### config.mk
export PLATFORM = sky130hd
export DESIGN_NAME = frame_capture_ctrl
export DESIGN_NICKNAME = d
export VERILOG_FILES = /design/src/rtl/frame_capture_ctrl.sv
export SDC_FILE = /design/constraint.sdc
export NUM_CORES = 1
export LEC_CHECK = 0
export BUFFER_PORTS_ARGS = -buffer_cell sky130_fd_sc_hd__buf_2
export CAP_MARGIN = 40
export CORE_MARGIN = 10
export CORE_UTILIZATION = 62
export DETAILED_ROUTE_END_ITERATION = 12
export PLACE_DENSITY_LB_ADDON = 0.08
export SYNTH_ARGS = -nofsm -noshare
export SYNTH_HDL_FRONTEND = slang
export SYNTH_SLANG_ARGS = --single-unit
### constraint.sdc
create_clock -name clk -period 5.51 [get_ports clk]
set_input_delay 0.2755 -clock clk [delete_from_list [all_inputs] [get_ports clk]]
set_output_delay 0.2755 -clock clk [all_outputs]
set_load 0.01 [all_outputs]
### src/rtl/frame_capture_ctrl.sv
// Frame capture controller: locks onto a byte stream framed by a periodic header,
// then forwards a requested number of frames downstream with loss/overflow/timeout detection.
module frame_capture_ctrl #(
  parameter int unsigned FRAME_WIDTH  = 48,
  parameter logic [7:0]  HEADER       = 8'hBC,
  parameter int unsigned LOCK_HEADERS = 2,
  parameter int unsigned TIMEOUT      = 4096
) (
  input  logic        clk,
  input  logic        rst,
  input  logic        cmd_start,
  input  logic        cmd_abort,
  input  logic [15:0] nframes,
  input  logic [7:0]  fd,
  input  logic        fifo_full,
  output logic [7:0]  cap_data,
  output logic        cap_en,
  output logic        busy,
  output logic        done,
  output logic [15:0] frame_cnt,
  output logic        err_lost,
  output logic        err_ovf,
  output logic        err_timeout,
  output logic [2:0]  state
);

  localparam int unsigned PW = $clog2(FRAME_WIDTH);
  localparam int unsigned LW = $clog2(LOCK_HEADERS + 1);
  localparam int unsigned TW = $clog2(TIMEOUT + 1);
  localparam logic [PW-1:0] POS_LAST = PW'(FRAME_WIDTH - 1);

  typedef enum logic [2:0] {
    IDLE    = 3'd0,
    SEARCH  = 3'd1,
    LOCK    = 3'd2,
    CAPTURE = 3'd3,
    DONE    = 3'd4,
    ERROR   = 3'd5
  } state_e;

  state_e        state_q, state_d;
  logic [PW-1:0] pos_q, pos_d, pos_nxt;
  logic [LW-1:0] lock_q, lock_d;
  logic [TW-1:0] tmo_q, tmo_d;
  logic [15:0]   nfr_q, nfr_d;
  logic [15:0]   fcnt_q, fcnt_d;
  logic [7:0]    cap_data_q;
  logic          cap_en_q, cap_en_d;
  logic          busy_q, done_q;
  logic          lost_q, lost_d;
  logic          ovf_q, ovf_d;
  logic          tmo_err_q, tmo_err_d;
  logic          hdr_ok, tmo_hit;

  assign pos_nxt = (pos_q == POS_LAST) ? '0 : pos_q + 1'b1;
  assign hdr_ok  = (fd == HEADER);
  assign tmo_hit = (tmo_q == TW'(TIMEOUT - 1));

  always_comb begin
    state_d   = state_q;
    pos_d     = pos_q;
    lock_d    = lock_q;
    tmo_d     = tmo_q;
    nfr_d     = nfr_q;
    fcnt_d    = fcnt_q;
    cap_en_d  = 1'b0;
    lost_d    = lost_q;
    ovf_d     = ovf_q;
    tmo_err_d = tmo_err_q;

    if (cmd_abort) begin
      state_d = IDLE;
    end else begin
      case (state_q)
        IDLE, ERROR: begin
          if (cmd_start) begin
            nfr_d     = nframes;
            fcnt_d    = '0;
            pos_d     = '0;
            lock_d    = '0;
            tmo_d     = '0;
            lost_d    = 1'b0;
            ovf_d     = 1'b0;
            tmo_err_d = 1'b0;
            state_d   = (nframes == '0) ? DONE : SEARCH;
          end
        end
        SEARCH: begin
          tmo_d = tmo_q + 1'b1;
          if (tmo_hit) begin
            state_d   = ERROR;
            tmo_err_d = 1'b1;
          end else if (hdr_ok) begin
            pos_d  = PW'(1);
            lock_d = LW'(1);
            if (LOCK_HEADERS == 1) begin
              state_d  = CAPTURE;
              cap_en_d = 1'b1;
            end else begin
              state_d = LOCK;
            end
          end
        end
        LOCK: begin
          tmo_d = tmo_q + 1'b1;
          pos_d = pos_nxt;
          if (tmo_hit) begin
            state_d   = ERROR;
            tmo_err_d = 1'b1;
          end else if (pos_q == '0) begin
            if (!hdr_ok) begin
              state_d = SEARCH;
              lock_d  = '0;
            end else if (lock_q + 1'b1 == LW'(LOCK_HEADERS)) begin
              state_d  = CAPTURE;
              cap_en_d = 1'b1;
            end else begin
              lock_d = lock_q + 1'b1;
            end
          end
        end
        CAPTURE: begin
          pos_d = pos_nxt;
          // Overflow is checked first so a full FIFO masks a simultaneous lost header.
          if (fifo_full) begin
            state_d = ERROR;
            ovf_d   = 1'b1;
          end else if (pos_q == '0 && !hdr_ok) begin
            state_d = ERROR;
            lost_d  = 1'b1;
          end else begin
            cap_en_d = 1'b1;
            if (pos_q == POS_LAST) begin
              fcnt_d = fcnt_q + 16'd1;
              if (fcnt_q + 16'd1 == nfr_q) state_d = DONE;
            end
          end
        end
        DONE:    state_d = IDLE;
        default: state_d = IDLE;
      endcase
    end
  end

  always_ff @(posedge clk or posedge rst) begin
    if (rst) begin
      state_q    <= IDLE;
      pos_q      <= '0;
      lock_q     <= '0;
      tmo_q      <= '0;
      nfr_q      <= '0;
      fcnt_q     <= '0;
      cap_data_q <= '0;
      cap_en_q   <= 1'b0;
      busy_q     <= 1'b0;
      done_q     <= 1'b0;
      lost_q     <= 1'b0;
      ovf_q      <= 1'b0;
      tmo_err_q  <= 1'b0;
    end else begin
      state_q    <= state_d;
      pos_q      <= pos_d;
      lock_q     <= lock_d;
      tmo_q      <= tmo_d;
      nfr_q      <= nfr_d;
      fcnt_q     <= fcnt_d;
      cap_data_q <= fd;
      cap_en_q   <= cap_en_d;
      busy_q     <= (state_d == SEARCH) || (state_d == LOCK) || (state_d == CAPTURE);
      done_q     <= (state_d == DONE);
      lost_q     <= lost_d;
      ovf_q      <= ovf_d;
      tmo_err_q  <= tmo_err_d;
    end
  end

  assign state       = state_q;
  assign cap_data    = cap_data_q;
  assign cap_en      = cap_en_q;
  assign busy        = busy_q;
  assign done        = done_q;
  assign frame_cnt   = fcnt_q;
  assign err_lost    = lost_q;
  assign err_ovf     = ovf_q;
  assign err_timeout = tmo_err_q;

endmodule

# == Yosys cells after proc, flatten, opt, wreduce, memory -nomap -nowiden ==
# Cells that the tools add are included.
# word_totals
register_bits,70
output_inout_bits,33
word_cells,115
inputBits,29
# op_classes
n_eq_ne,25
mux,50
n_bitwise,1
add_sub_neg,4
reduce_logical,22
# ops
operator,count
16-bit two-way mux,4
3-bit two-way mux,13
16-bit case mux with 2 select lines,1
13-bit case mux with 2 select lines,1
6-bit two-way mux,4
2-bit != test (second input constant),10
6-bit case mux with 3 select lines,1
16-bit by 1-bit adder with 16-bit output (second input constant),1
16-bit == test,1
16-bit logical NOT,1
2-bit two-way mux,7
13-bit by 1-bit adder with 13-bit output (second input constant),1
13-bit by 12-bit == test with 1-bit output (second input constant),1
13-bit two-way mux,1
3-bit by 2-bit == test with 1-bit output (second input constant),4
1-bit two-way mux,12
3-bit case mux with 4 select lines,1
5-bit AND reduction,2
8-bit == test (second input constant),1
1-bit case mux with 2 select lines,4
4-bit AND reduction,2
8-bit AND reduction,1
6-bit by 1-bit adder with 6-bit output (second input constant),1
3-bit by 1-bit == test with 1-bit output (second input constant),2
18 further kinds,25

# == Depth between registers and ports, before layout ==
# Gate-level depths: netlist of the first run.
# logic_depth
word_depth,11
depth_mapped,12
depth_no_buf,8

# == Least setup slack after synthesis of the first run ==
# OpenSTA, ideal clock, no wires.
# synth_path
kind,register -> register
startpoint,register fcnt_q[0] (netlist: frame_cnt[0])
endpoint,register busy_q (netlist: busy)
arrival_time_ps,2197
n_path_buf,1
setup_ps,119
setup_slack_ps,3195
stages_incl_launch_ff,10
required_time_ps,5391
period_less_slack_ps,2315
path_cell_list,dfrtp_1 ha_1 buf_2 nand4_4 nor4_4 xnor2_1 a2111oi_4 and4_1 o22ai_2 o21ba_1
# synth_between
elab_chain_cells,11
elab_cells_between_ends,13
classes_between,add/sub (1); eq/ne (4); mux (6); reduce/logical (2)
# synth_lines
element,line_no,text
from (decl),46,"logic [15:0] fcnt_q, fcnt_d;"
from (signal assigned),166,fcnt_q <= fcnt_d;
16-bit by 1-bit adder with 16-bit output *,135,if (fcnt_q + 16'd1 == nfr_q) state_d = DONE;
16-bit == test *,135,
3-bit two-way mux *,135,
3-bit two-way mux *,133,if (pos_q == POS_LAST) begin
3-bit two-way mux *,128,end else if (pos_q == '0 && !hdr_ok) begin
3-bit two-way mux *,125,if (fifo_full) begin
3-bit case mux with 4 select lines *,74,case (state_q)
3-bit two-way mux *,71,if (cmd_abort) begin
net state_d[0],41,"state_e state_q, state_d;"
3-bit by 1-bit == test with 1-bit output / 3-bit by 2-bit == test with 1-bit output (equally long branches),169,busy_q <= (state_d == SEARCH) || (state_d == LOCK) || (state_d == CAPTURE);
1-bit logical OR,169,
1-bit logical OR *,169,
to (signal assigned),169,
to (decl),49,"logic busy_q, done_q;"
# The timed path passes the listed nets; every way through them passes the cells marked *.
# A chain may end at the register's enable or synchronous reset.

# == Worst setup path in the final report of the first run ==
# layout_path
startpoint,register state_q[1] (netlist: state[1])
endpoint,register fcnt_q[13] (netlist: frame_cnt[13])
# layout_between
elab_chain_cells,4
elab_cells_between_ends,11
classes_between,eq/ne (6); mux (1); reduce/logical (4)
# layout_lines
element,line_no,text
from (decl),41,
from (signal assigned),161,state_q <= state_d;
3-bit == test / 3-bit logical NOT (equally long branches),74,
2-bit OR reduction,74,
2-bit != test (no source line) / 2-bit nonzero test (equally long branches),--,
6-bit AND reduction (no source line),--,
# Parallel ways exist; a longest one is shown, timed or not.

==> results.md, run 1 <==
* Final standard cell count with taps included and fillers excluded at 552
* Combinational fraction of design power at 13.4%
* Cell internal power dissipation at 0.9543 mW
* Share of async-settable or async-resettable flops after synthesis at 100.0%
* Maximum VDD drop at 0.2281 mV
* Detail-routed net length per standard cell at 18.09 microns
* Chain of cells forming the critical path: nand2b_1, or3_4, nor3_1, nand2_1, o31ai_1
* Setup repair after global routing missed its margin: no
* Global-route wire length before repair at 16530 microns
* # setup viols final at 0
* Cell type with the highest aggregate area in the netlist: sky130_fd_sc_hd__dfrtp_1
* Slowest-stage cell, CP: sky130_fd_sc_hd__nor3_1
* Worst hold slack at 0.04014 ns
* CP Max Fanout at 16
* Proportion of layout cells with a drive suffix above 1 at 24.21%
* Count of buffers from port buffering at 61
* Post-Route WL at 9984 microns
* Residual antenna-violating net count after detailed routing at 0
* Die extent in x at 101.0 microns
* Final hold violations at 0
* CP Data Required Time at 5.76 ns
* Number of flops mapped to enable cells by yosys at 0
* Cell types occupying the most area after synthesis: sky130_fd_sc_hd__dfrtp_1 (43%), sky130_fd_sc_hd__xnor2_1 (4.3%), sky130_fd_sc_hd__o21ai_0 (4.2%)
* Area share of the largest cell type after synthesis at 43.08%
* Number of clock sinks at 70
* Status: completed
* Pin count of the biggest net entering global routing at 54
* Number of nets at the end of the flow at 504
* Max Clock Freq at 356.2 MHz
* Switching pwr at 0.3150 mW
* Leakage power at 2.054 nW
* Switching power share of the total at 24.81%
* Final setup TNS at 0 ns
* Total nets after synthesis at 455
* YS warnings at 0
* DPL Wire Length at 7227 microns
* Setup clock skew after layout at 0.008805 ns
* Fill cell instance count of the final layout at 477
* Distinct cell type count after synthesis at 65
* Setup Crit Path Kind: register to register
* Number of max-slew violations in the final report at 0
* CP Launch Type: register
* Die Height at 101.0 microns
* Number of H-tree levels at 3
* CTS tree: done
* Vias in the first global route at 3409
* DIE AREA at 0.01020 sq mm
* Avg Inst Size Synth at 9.659 sq um
* Arrival time of data at the critical path endpoint at 3.05 ns
* Clock-pin slew on the worst setup and hold paths at 0.07 ns
* Max capacitance violation total at 0
* Power density over cell area at 275.7 mW/mm^2
* Final cycle utilization of the critical path at 50.95%
* N_diodes at 0
* Register area at 0.001752 sq mm
* Area added between synthesis and finish at 13.20%
* Source-to-sink clock delay at the later pin of the worst-skew pair at 0.36 ns
* Area inside the core boundary at 0.006350 sq mm
* Initial core utilization at 64.04%
* Cell types with the highest counts after synthesis: sky130_fd_sc_hd__dfrtp_1 (70), sky130_fd_sc_hd__nor2_1 (40), sky130_fd_sc_hd__o21ai_0 (34), sky130_fd_sc_hd__nand2_1 (32), sky130_fd_sc_hd__xnor2_1 (20)
* Synth Cell Area at 0.004066 sq mm
* Setup bufs post-CTS at 0
* Number of placed I/O pins at 62
* Longest Clk Path Bufs at 2
* Layout Utilization at 72.49%
* Power share of the clock group at 41.0%
* Setup slack after placement at 2.766 ns
* Root Driver: sky130_fd_sc_hd__clkbuf_8
* Class of the worst hold path: primary input to register
* Placer congestion estimate at 0.9276
* Worst relative slew slack at 37.54%
* Dominant register cell in the synthesized netlist: sky130_fd_sc_hd__dfrtp_1
* Number of buffers and inverters on the critical path at 0
* Share of total power in sequential cells at 45.6%
* Setup WS post-layout at 2.702 ns
* Iteration count of the initial detailed-routing pass at 5
* Drt via density at 6.290
* GRT Util Overall at 19.95%
* DR iter-0 viols at 283
* DP Cell Count at 535
* Crit end category: register
* Largest delay contributor family on the critical path: simple AND/OR/NAND/NOR gates
* Post-synthesis instance total at 421
* Non-Filler Cell Area, Final at 0.004603 sq mm
* TritonCTS buffer count at 9
* Total congestion overflow after global routing at 0
* DRC at 0
* Site Rows at 29
* Cell with the most instances after synthesis: sky130_fd_sc_hd__dfrtp_1
* Transition time at the pin with the least slew margin at 0.9298 ns
* CP max stage delay at 0.76 ns
* Register area share after synthesis at 43.08%
* Area of combinational cells with multiple inputs at 0.002116 sq mm
* Number of antenna violations at the first check in global routing at 0
* DR vias at 3472
* Pwr Total at 1.269 mW
* Number of storage elements in the synthesis netlist at 70
* Placed cell areas at 0.004344 sq mm
* Shortest clock period the worst path allows after layout at 2.808 ns
==> final cells by class <==
class,instances,share of cell area (%)
multi-input combinational,309,45.96
sequential,70,38.05
timing repair buffer,64,7.176
clock buffer,13,3.452
tap,77,2.093
clock inverter,3,1.957
inverter,16,1.305
==> per-layer routing <==
metal,GRT usage (%),part of all wire [%]
met1,26.23,44
met2,29.48,46
met3,7.270,7.6
met4,7.074,1.9
met5,0,0
==> cells in the final DEF (no fill, tap or decap), types with 4 or more instances in the layout <==
cell / count
sky130_fd_sc_hd__dfrtp_1: 70
sky130_fd_sc_hd__buf_2: 61
sky130_fd_sc_hd__nor2_1: 40
sky130_fd_sc_hd__o21ai_0: 34
sky130_fd_sc_hd__nand2_1: 32
sky130_fd_sc_hd__xnor2_1: 20
sky130_fd_sc_hd__inv_1: 15
sky130_fd_sc_hd__mux2_2: 15
sky130_fd_sc_hd__nand3_1: 15
sky130_fd_sc_hd__a21oi_1: 13
sky130_fd_sc_hd__xor2_1: 12
sky130_fd_sc_hd__clkbuf_8: 11
sky130_fd_sc_hd__nor3_1: 10
sky130_fd_sc_hd__nand4_1: 9
sky130_fd_sc_hd__o31ai_1: 9
sky130_fd_sc_hd__nor4_1: 8
sky130_fd_sc_hd__a31oi_1: 7
sky130_fd_sc_hd__nand2b_1: 6
sky130_fd_sc_hd__and3_1: 6
sky130_fd_sc_hd__or3_1: 5
sky130_fd_sc_hd__ha_1: 5
sky130_fd_sc_hd__or2_2: 4
sky130_fd_sc_hd__and4_1: 4
==> kinds of logic (layout without fill, tap and decap cells) <==
| kind of cell | after synthesis | count (layout) | share of synthesized area (%) |
|---|---|---|---|
| AO/OA/AOI/OAI | 92 | 92 | 15.66 |
| XOR/XNOR | 32 | 32 | 6.892 |
| adder cells (fa/ha/maj) | 5 | 5 | 1.538 |
| buffers and inverters | 42 | 96 | 5.200 |
| flip-flops | 70 | 70 | 43.08 |
| multiplexers | 17 | 17 | 4.646 |
| AND/OR/NAND/NOR | 163 | 163 | 22.98 |
==> path summary, 6_finish.rpt <==
kind	start	to	slack [ns]	depth (start not counted)
max	state[1]	frame_cnt[13]	2.70	5
min	fd[5]	cap_data[5]	0.04	1
max reg2reg	state[1]	frame_cnt[13]	2.70	5
min reg2reg	tmo_q[0]	tmo_q[0]	0.51	1
max in group asynchronous	rst	cap_data[7]	4.06	4
min in group asynchronous	rst	nfr_q[4]	0.45	3
==> flip-flops by register name, summed over array words and instances, names as in the netlist, 2 cells and up <==
signal / flops
cap_data: 8
frame_cnt: 16
lock_q: 2
nfr_q: 16
pos_q: 6
state: 3
tmo_q: 13
==> power groups by stage <==
stage,clock network [mW],logic (mW),registers (mW)
global placement,0,0.166,0.587
global route,0.545,0.190,0.583
CTS,0.528,0.171,0.579
detailed placement,0,0.170,0.588
floorplan,0,0.121,0.582
finish,0.520,0.170,0.579
==> worst register-to-register path, stage by stage, from the launching register on <==
cell and delay (ns):
sky130_fd_sc_hd__dfrtp_1 0.70, sky130_fd_sc_hd__nand2b_1 0.32, sky130_fd_sc_hd__or3_4 0.43, sky130_fd_sc_hd__nor3_1 0.76, sky130_fd_sc_hd__nand2_1 0.20, sky130_fd_sc_hd__o31ai_1 0.29
==> what timing repair did <==
action	4_1_cts	5_1_grt
resized for setup	0	0
hold buffers	1	0
endpoints found under the hold margin	17	0
Power figures use the tool's default switching activity.
==> inputs of run 2 (changes only) <==
- ABC_AREA: unset -> 1
- CORE_UTILIZATION: 62 -> 57
- clock period: 5.51 -> 2.9 ns (I/O delays scaled with it)
==> results.md, run 2 <==
* Power density over cell area at 496.5 mW/mm^2 (+80%)
* Setup repair after global routing missed its margin: no
* Distinct cell type count after synthesis at 36 (-45%)
* DP Cell Count at 666 (+24%)
* Avg Inst Size Synth at 7.391 sq um (-23%)
* Placer congestion estimate at 0.9394 (+1.3%)
* Switching power share of the total at 29.03% (+4.2 points)
* Post-Route WL at 10180 microns (+1.9%)
* Leading cell type in the layout, fill and taps excluded: sky130_fd_sc_hd__nand2_1
* Number of flops mapped to enable cells by yosys at 0 (unchanged)
* Number of clock sinks at 70 (unchanged)
* Area inside the core boundary at 0.006719 sq mm (+5.8%)
* Final standard cell count with taps included and fillers excluded at 691 (+25%)
* Number of storage elements in the synthesis netlist at 70 (unchanged)
* Residual antenna-violating net count after detailed routing at 0 (unchanged)
* Max Clock Freq at 431.2 MHz (+21%)
* Crit end category: register
* Pin count of the biggest net entering global routing at 36 (-33%)
* Clock-pin slew on the worst setup and hold paths at 0.08 ns (about the same)
* Iteration count of the initial detailed-routing pass at 6 (+1)
* Cell with the most instances after synthesis: sky130_fd_sc_hd__nand2_1
* Site Rows at 30 (+3.4%)
* Share of async-settable or async-resettable flops after synthesis at 100.0% (unchanged)
* Synth Cell Area at 0.003902 sq mm (-4.0%)
* Number of gates resized after CTS at 0 (unchanged)
* CTS Hold Bufs at 9 (+8)
* Setup bufs post-CTS at 0 (unchanged)
* Number of max-slew violations in the final report at 0 (unchanged)
* Die Height at 102.7 microns (+1.7%)
* Final cycle utilization of the critical path at 79.97% (+29 points)
* Arrival time of data at the critical path endpoint at 2.61 ns (-0.44 ns)
* Post-synthesis instance total at 528 (+25%)
* Detail-routed net length per standard cell at 14.73 microns (-19%)
* CP Data Required Time at 3.19 ns (-2.57 ns)
* Drt via density at 5.472 (-13%)
* Number of antenna violations at the first check in global routing at 0 (unchanged)
* Number of nets at the end of the flow at 640 (+27%)
* Status: completed
* Cell internal power dissipation at 1.621 mW (+70%)
* Count of buffers from port buffering at 61 (unchanged)
* Number of placed I/O pins at 62 (unchanged)
* Setup clock skew after layout at 0.006302 ns (-0.002503 ns)
* CP Launch Type: register
* DR iter-0 viols at 215 (-24%)
* Area added between synthesis and finish at 17.86%
* Longest Clk Path Bufs at 2 (unchanged)
* Power share of the clock group at 36.3% (-4.7 points)
* Initial core utilization at 58.08% (-6.0 points)
* Switching pwr at 0.6629 mW (+110%)
* Class of the worst hold path: primary input to register
* Combinational fraction of design power at 15.6% (+2.2 points)
* Maximum VDD drop at 0.4301 mV (+89%)
* Cell types with the highest counts after synthesis: sky130_fd_sc_hd__nand2_1 (143), sky130_fd_sc_hd__inv_1 (77), sky130_fd_sc_hd__dfrtp_1 (70), sky130_fd_sc_hd__nand3_1 (44), sky130_fd_sc_hd__nor2_1 (44)
* Number of H-tree levels at 3 (unchanged)
* CTS tree: done
* Die extent in x at 102.7 microns (+1.7%)
* YS warnings at 0 (unchanged)
* TritonCTS buffer count at 9 (unchanged)
* Total nets after synthesis at 562 (+24%)
* Cell types occupying the most area after synthesis: sky130_fd_sc_hd__dfrtp_1 (45%), sky130_fd_sc_hd__nand2_1 (14%), sky130_fd_sc_hd__inv_1 (7.4%)
* DRC at 0 (unchanged)
* Shortest clock period the worst path allows after layout at 2.319 ns (-0.4885 ns)
* # setup viols final at 0 (unchanged)
* Cell type with the highest aggregate area in the netlist: sky130_fd_sc_hd__dfrtp_1
* Share of total power in sequential cells at 48.1% (+2.5 points)
* Register area share after synthesis at 44.89% (+1.8 points)
* Worst relative slew slack at 51.92% (+14 points)
* Final setup TNS at 0 ns (unchanged)
* Layout Utilization at 68.45% (-4.0 points)
* Total congestion overflow after global routing at 0 (unchanged)
* Leakage power at 2.234 nW (+8.8%)
* Final hold violations at 0 (unchanged)
* DPL Wire Length at 7608 microns (+5.3%)
* Dominant register cell in the synthesized netlist: sky130_fd_sc_hd__dfrtp_1
* Proportion of layout cells with a drive suffix above 1 at 16.37% (-7.8 points)
* Root Driver: sky130_fd_sc_hd__clkbuf_8
* CP Max Fanout at 9 (-7)
* Global-route wire length before repair at 16750 microns (+1.4%)
* Source-to-sink clock delay at the later pin of the worst-skew pair at 0.35 ns (about the same)
* Setup Crit Path Kind: register to register
* Vias in the first global route at 3611 (+5.9%)
* DIE AREA at 0.01056 sq mm (+3.5%)
* Max capacitance violation total at 0 (unchanged)
* N_diodes at 0 (unchanged)
* GRT Util Overall at 20.08% (+0.13 points)
* DR vias at 3781 (+8.9%)
* Transition time at the pin with the least slew margin at 0.7202 ns (-0.2096 ns)
* Commonest cells after routing, fill and taps aside: sky130_fd_sc_hd__nand2_1 (143), sky130_fd_sc_hd__inv_1 (76), sky130_fd_sc_hd__dfrtp_1 (70), sky130_fd_sc_hd__buf_2 (61)
* Area share of the largest cell type after synthesis at 44.89% (+1.8 points)
* Fill cell instance count of the final layout at 576 (+21%)
==> run 2: path summary, 6_finish.rpt <==
kind | depth (start not counted) | start | slack (ns) | endpoint
setup / recovery | 17 | frame_cnt[0] | 0.58 | done
hold / removal | 3 | nframes[10] | 0.005 | nfr_q[10]
setup reg to reg | 17 | frame_cnt[0] | 0.58 | done
hold reg to reg | 2 | err_lost | 0.49 | err_lost
max in group asynchronous | 4 | rst | 1.68 | tmo_q[2]
min in group asynchronous | 3 | rst | 0.46 | frame_cnt[13]
==> run 2: cells by family after synthesis <==
| group | share of synthesized area, % |
|---|---|
| buffers and inverters | 8.657 |
| XOR/XNOR | 0.2245 |
| AND/OR/NAND/NOR | 32.48 |
| adder cells (fa/ha/maj) | 1.603 |
| AO/OA/AOI/OAI | 12.15 |
| flip-flops | 44.89 |
==> run 2: worst max-delay path, cell delays in order (launching register included) <==
cell and delay [ns]:
sky130_fd_sc_hd__dfrtp_1 0.43, sky130_fd_sc_hd__ha_1 0.22, sky130_fd_sc_hd__nand2_1 0.14, sky130_fd_sc_hd__nor2_4 0.24, sky130_fd_sc_hd__nand4_1 0.17, sky130_fd_sc_hd__nand2_1 0.13
sky130_fd_sc_hd__nand2_1 0.06, sky130_fd_sc_hd__nand2_1 0.06, sky130_fd_sc_hd__nand2_1 0.05, sky130_fd_sc_hd__nor2_1 0.10, sky130_fd_sc_hd__nand3_1 0.17, sky130_fd_sc_hd__nand2_1 0.11
sky130_fd_sc_hd__nand2_1 0.05, sky130_fd_sc_hd__nand2_1 0.06, sky130_fd_sc_hd__nand2_1 0.05, sky130_fd_sc_hd__nand2_1 0.10, sky130_fd_sc_hd__nand2_1 0.06, sky130_fd_sc_hd__nor2_1 0.07
==> run 2: power groups by stage <==
| stage | Sequential, mW | Clock, mW | Combinational (mW) |
|---|---|---|---|
| after floorplan | 1.11 | 0 | 0.234 |
| after global placement | 1.11 | 0 | 0.339 |
| after detailed placement | 1.12 | 0 | 0.348 |
| after CTS | 1.10 | 0.842 | 0.359 |
| after global routing | 1.11 | 0.885 | 0.414 |
| final | 1.10 | 0.828 | 0.357 |
==> run 2: stage by stage <==
stage | total power [mW] | cell area [sq um] | hold WS, ns | worst slack [ns]
CTS | 2.297 | 4599 | 0.003089 | 0.6163
detailed placement | 1.463 | 4300 | 0.2688 | 0.6357
global route | 2.405 | 4599 | 0.03632 | 0.3269
floorplan | 1.347 | 3902 | 0.1764 | 0.9656
finish | 2.284 | 4599 | 0.005127 | 0.5809
global placement | 1.452 | 4300 | 0.2667 | 0.6838
==> run 2: cell type report <==
class	instances	area [sq um]	share of cell area (%)
multi-input combinational	372	1813	39.42
sequential	70	1752	38.08
timing repair buffer	75	432.9	9.412
inverter	78	292.8	6.366
clock buffer	11	151.4	3.292
tap	80	100.1	2.176
clock inverter	5	57.56	1.251
==> run 2: layer usage <==
| metal | GRT usage, % | part of all wire, % |
|---|---|---|
| met4 | 6.845 | 1.9 |
| met1 | 24.69 | 42 |
| met2 | 33.91 | 50 |
| met3 | 4.625 | 6.2 |
| met5 | 0 | 0 |
